## src/rtl/accum_diff_decoder.sv

```systemverilog
// Difference decoder: turns a stream of running sums back into increments.
// Two-entry output FIFO with valid/ready on both sides and a delivery counter.
module accum_diff_decoder #(
  parameter int WIDTH = 4,
  parameter int CNT_W = 8
) (
  input  logic             clk,
  input  logic             clr_n,
  input  logic             s_valid,
  output logic             s_ready,
  input  logic [WIDTH-1:0] s_sum,
  input  logic             s_clr,
  output logic             m_valid,
  input  logic             m_ready,
  output logic [WIDTH-1:0] m_delta,
  output logic [CNT_W-1:0] count
);

  typedef enum logic [1:0] {
    EMPTY,
    ONE,
    FULL
  } state_t;

  state_t           state;
  logic [WIDTH-1:0] refv;
  logic [WIDTH-1:0] tail;
  logic [WIDTH-1:0] base;
  logic [WIDTH-1:0] delta;
  logic             acc;
  logic             pop;

  assign acc   = s_valid & s_ready;
  assign pop   = m_valid & m_ready;
  assign base  = s_clr ? '0 : refv;
  assign delta = s_sum - base;

  // m_delta is the FIFO head; tail only holds the second entry while FULL
  always_ff @(posedge clk or negedge clr_n) begin
    if (!clr_n) begin
      state   <= EMPTY;
      s_ready <= 1'b1;
      m_valid <= 1'b0;
      m_delta <= '0;
      tail    <= '0;
    end else begin
      unique case (state)
        EMPTY: begin
          if (acc) begin
            state   <= ONE;
            m_valid <= 1'b1;
            m_delta <= delta;
          end
        end
        ONE: begin
          if (acc && !pop) begin
            state   <= FULL;
            s_ready <= 1'b0;
            tail    <= delta;
          end else if (!acc && pop) begin
            state   <= EMPTY;
            m_valid <= 1'b0;
            m_delta <= '0;
          end else if (acc && pop) begin
            m_delta <= delta;
          end
        end
        FULL: begin
          if (pop) begin
            state   <= ONE;
            s_ready <= 1'b1;
            m_delta <= tail;
          end
        end
        default: begin
          state   <= EMPTY;
          s_ready <= 1'b1;
          m_valid <= 1'b0;
          m_delta <= '0;
        end
      endcase
    end
  end

  always_ff @(posedge clk or negedge clr_n) begin
    if (!clr_n) begin
      refv <= '0;
    end else if (acc) begin
      refv <= s_sum;
    end else if (s_clr) begin
      refv <= '0;
    end
  end

  always_ff @(posedge clk or negedge clr_n) begin
    if (!clr_n) begin
      count <= '0;
    end else if (pop && count != '1) begin
      count <= count + CNT_W'(1);
    end
  end

endmodule

```

## config.mk

```make
export PLATFORM = sky130hd
export DESIGN_NAME = accum_diff_decoder
export DESIGN_NICKNAME = d
export VERILOG_FILES = /design/src/rtl/accum_diff_decoder.sv
export SDC_FILE = /design/constraint.sdc
export NUM_CORES = 1
export LEC_CHECK = 0
export ABC_CLOCK_PERIOD_IN_PS = 3100
export CORE_ASPECT_RATIO = 0.9
export CORE_UTILIZATION = 45
export CTS_CLUSTER_SIZE = 10
export DETAILED_ROUTE_END_ITERATION = 12
export PLACE_DENSITY = 0.81
export SLEW_MARGIN = 5
export SYNTH_ARGS = -nofsm -noshare
export SYNTH_HDL_FRONTEND = slang
export SYNTH_SLANG_ARGS = --single-unit
```

## constraint.sdc

```tcl
create_clock -name clk -period 3.1 [get_ports clk]
set_clock_uncertainty 0.1 [all_clocks]
set_input_delay 0.31 -clock clk [delete_from_list [all_inputs] [get_ports clk]]
set_output_delay 0.31 -clock clk [all_outputs]
set_load 0.05 [all_outputs]
```

==> flow_summary.yaml <==
status:
  outcome: "finished, violations left"
  violations: "DRC"
timing:
  clock.fmax_ghz: 0.445
  setup_tns_ps: 0
  fin_crit_sh_pct: 72.5
  min_period_ps: 2250
  grt_setup_unrepaired: "false"
  slew_headroom_pct: 65.7
  setup_violations: 0
  drv_slew: 0
  final-hold-violation-count: 0
  tightest_slew_ps: 513
final_layout:
  final_util_pct: 60.9
  fin_nets: 166
  drive_gt1_share_pct: 12.8
  area_delta_synth_final_pct: 23.1
  antenna_cells: 0
worst_setup_path:
  rrSetupSlack_ps: 850
  r2r_cells: 7
  cp-start-kind: "register"
  rr_endpoint: "m_delta[3]$_DFFE_PN0P_"
  startpoint: "s_ready$_DFFE_PN1P_"
  cpMaxStageDelayCell: "dfstp_2"
  criticalPathCategory: "register to register"
  crit_chain: "nand2_1, inv_1, ha_1, and4b_1, a221o_2, a32oi_1, o21ai_1"
  r2r-start: "s_ready$_DFFE_PN1P_"
  cp-end-kind: "register"
  cpPeakStageDelay_ps: 590
  critPathMaxFanout: 7
  arrival_ps: 2360
  worstPathRequired_ps: 3210
power_and_ir_drop:
  worst_ir_drop_vdd_uv: 398
  clock_power_share_pct: 12.1
  power_density_nw_per_um2: 756
  p_int_w: 0.000656
  p_sw_share_pct: 44.6
  p_seq_share_pct: 40.4
  power.net_switching_w: 0.000529
  combPwrFrac_pct: 47.5
  p_leak_nw: 0.714
placement:
  hpwl_um: 1750
  io_buffer_count: 22
  place_congestion: 0.869
cts:
  clk_latency_ps: 320
  postCtsSetupBuffers: 0
  cts_hold_buf: 0
  root_buffer: "clkbuf_4"
  cts_tree: "done"
  h-tree-depth: 1
  clock-sinks: 24
  clk_pin_slew_ps: 120
  cts_resized: 0
  cts_buffer_depth: 2
  cts_made_buffers: 3
floorplanning:
  core_um2: 2570
  initial_core_util_pct: 49.4
  num_rows: 17
  num_io_pins: 23
  die_h_um: 52.4
  dieArea_um2: 3040
  die_w_um: 58.1
drt:
  vias: 988
  via_per_inst: 5.28
  dr.pass1.iters: 10
  antenna_left: 0
  drt-initial-drc-count: 33
  drc: 1
  routed_wl_um: 2310
  wl_per_cell_um: 12.3
logic_synthesis:
  synth_nets: 139
  syn_area_um2: 1270
  yosysWarnings: 0
  ys_top_cells_by_area: "dfrtp_1 45%, ha_1 5.9%, nand2_1 4.4%"
  synth_edf_count: 0
  muxShareOfSynthArea_pct: 1.77
  ys_seq_area_share_pct: 47.3
  synth.ff_latch_count: 24
  synth_compound_area_share_pct: 20.8
  synth_top_cell_by_area: "dfrtp_1"
  yosys.area_share.simple_pct: 15.9
  ys_top_cells_by_count: "23 x dfrtp_1, 15 x nand2_1, 11 x o21ai_0, 9 x a21oi_1, 8 x inv_1"
  synth_flop_cell: "dfrtp_1"
  synthCells: 123
  synth.most_common_cell: "dfrtp_1"
  yosysTopAreaCellShare_pct: 45.2
  yosysUniqueCellTypes: 38
  synth_xor_area_share_pct: 3.44
  synth_top_family_by_area: "compound AO/OA/AOI/OAI gates"
  avgSynthCellArea_um2: 10.3
  synthArstFlopShare_pct: 100
  synth_fa_ha_area_share_pct: 7.47
run:
  cap_violations: 0
grt:
  overflow: 0
  antenna_found_initial: 0
  grt_pass1_wl_um: 3930
  grt_pass1_vias: 865
  track_usage_pct: 17.4
  grt_max_degree: 25
worst_hold_path:
  holdCritPathClass: "primary input to asynchronous set/reset pin"
worst max-delay path by stage:
stage / endpoint / slack (ps) / cells past startpoint
6_report: m_delta[3]$_DFFE_PN0P_ / 850 / 7
5_1_grt: m_delta[3]$_DFFE_PN0P_ / 720 / 7
4_1_cts: m_delta[3]$_DFFE_PN0P_ / 860 / 7
3_5_place_dp: m_delta[3]$_DFFE_PN0P_ / 620 / 8
3_3_place_gp: m_delta[3]$_DFFE_PN0P_ / 680 / 8
2_1_floorplan: m_delta[3]$_DFFE_PN0P_ / 790 / 7
power by group through the flow:
stage / logic, W / registers [W] / clock network, W
3_5_place_dp: 0.000565 / 0.000486 / 0
2_1_floorplan: 0.000139 / 0.000715 / 0
6_report: 0.000562 / 0.000478 / 0.000144
5_1_grt: 0.000599 / 0.000492 / 0.000157
3_3_place_gp: 0.000556 / 0.000480 / 0
4_1_cts: 0.000566 / 0.000479 / 0.000148
per-layer routing:
| layer | track usage [%] | part of all wire (%) |
|---|---|---|
| met5 | 0 | 0 |
| met2 | 25.7 | 43 |
| met3 | 3.21 | 4.7 |
| met4 | 7.14 | 1.7 |
| met1 | 25.0 | 50 |
flip-flops by register name, summed over array words and instances, names as in the netlist:
name and count:
m_valid 1, state 2, count 8, refv 4, tail 4, m_delta 4, s_ready 1
per-stage QoR:
stage               setup slack (ps)  power [W]  hold slack, ps  instances  instance area, um^2
floorplan                        788   0.000854           -85.6        123                 1270
global placement                 679    0.00104             365        183                 1540
detailed placement               617    0.00105             373        183                 1540
CTS                              857    0.00119             230        187                 1570
global route                     722    0.00125             241        187                 1570
finish                           853    0.00118             226        187                 1570
layout make-up:
type | count | area, um^2
clock buffers | 4 | 26.3
fillers | 223 | 1010
inverters | 9 | 33.8
multi-input cells | 89 | 629
flip-flops and latches | 24 | 602
well taps | 38 | 47.5
repair buffers | 23 | 228
placed cells by master (no fill, tap or decap), types with 2 or more instances in the layout:
| cell | count |
|---|---|
| a21oi_1 | 9 |
| a22o_1 | 2 |
| a22o_2 | 3 |
| a31oi_1 | 3 |
| clkbuf_4 | 3 |
| clkdlybuf4s50_1 | 22 |
| dfrtp_1 | 23 |
| ha_1 | 6 |
| inv_1 | 8 |
| mux2_2 | 2 |
| nand2_1 | 15 |
| nand2b_1 | 5 |
| nand3_1 | 3 |
| nor2_1 | 2 |
| nor2b_1 | 2 |
| o21ai_0 | 11 |
| o22ai_1 | 3 |
| xnor2_1 | 2 |
| xor2_1 | 3 |
worst max-delay path, delay by kind of cell (launching register included):
family	cells	cell delay [ps]
compound gates	3	700
flops	1	590
buf+inv	1	160
fa+ha+maj	1	220
simple gates	2	380
kinds of logic (layout without fill, tap and decap cells):
kind of cell	after synthesis	in the layout
adder cells (fa/ha/maj)	7	7
AND/OR/NAND/NOR	36	36
flip-flops	24	24
AO/OA/AOI/OAI	39	39
XOR/XNOR	5	5
multiplexers	2	2
buffers and inverters	10	36
Note: power is estimated with default switching activity, not from simulation.
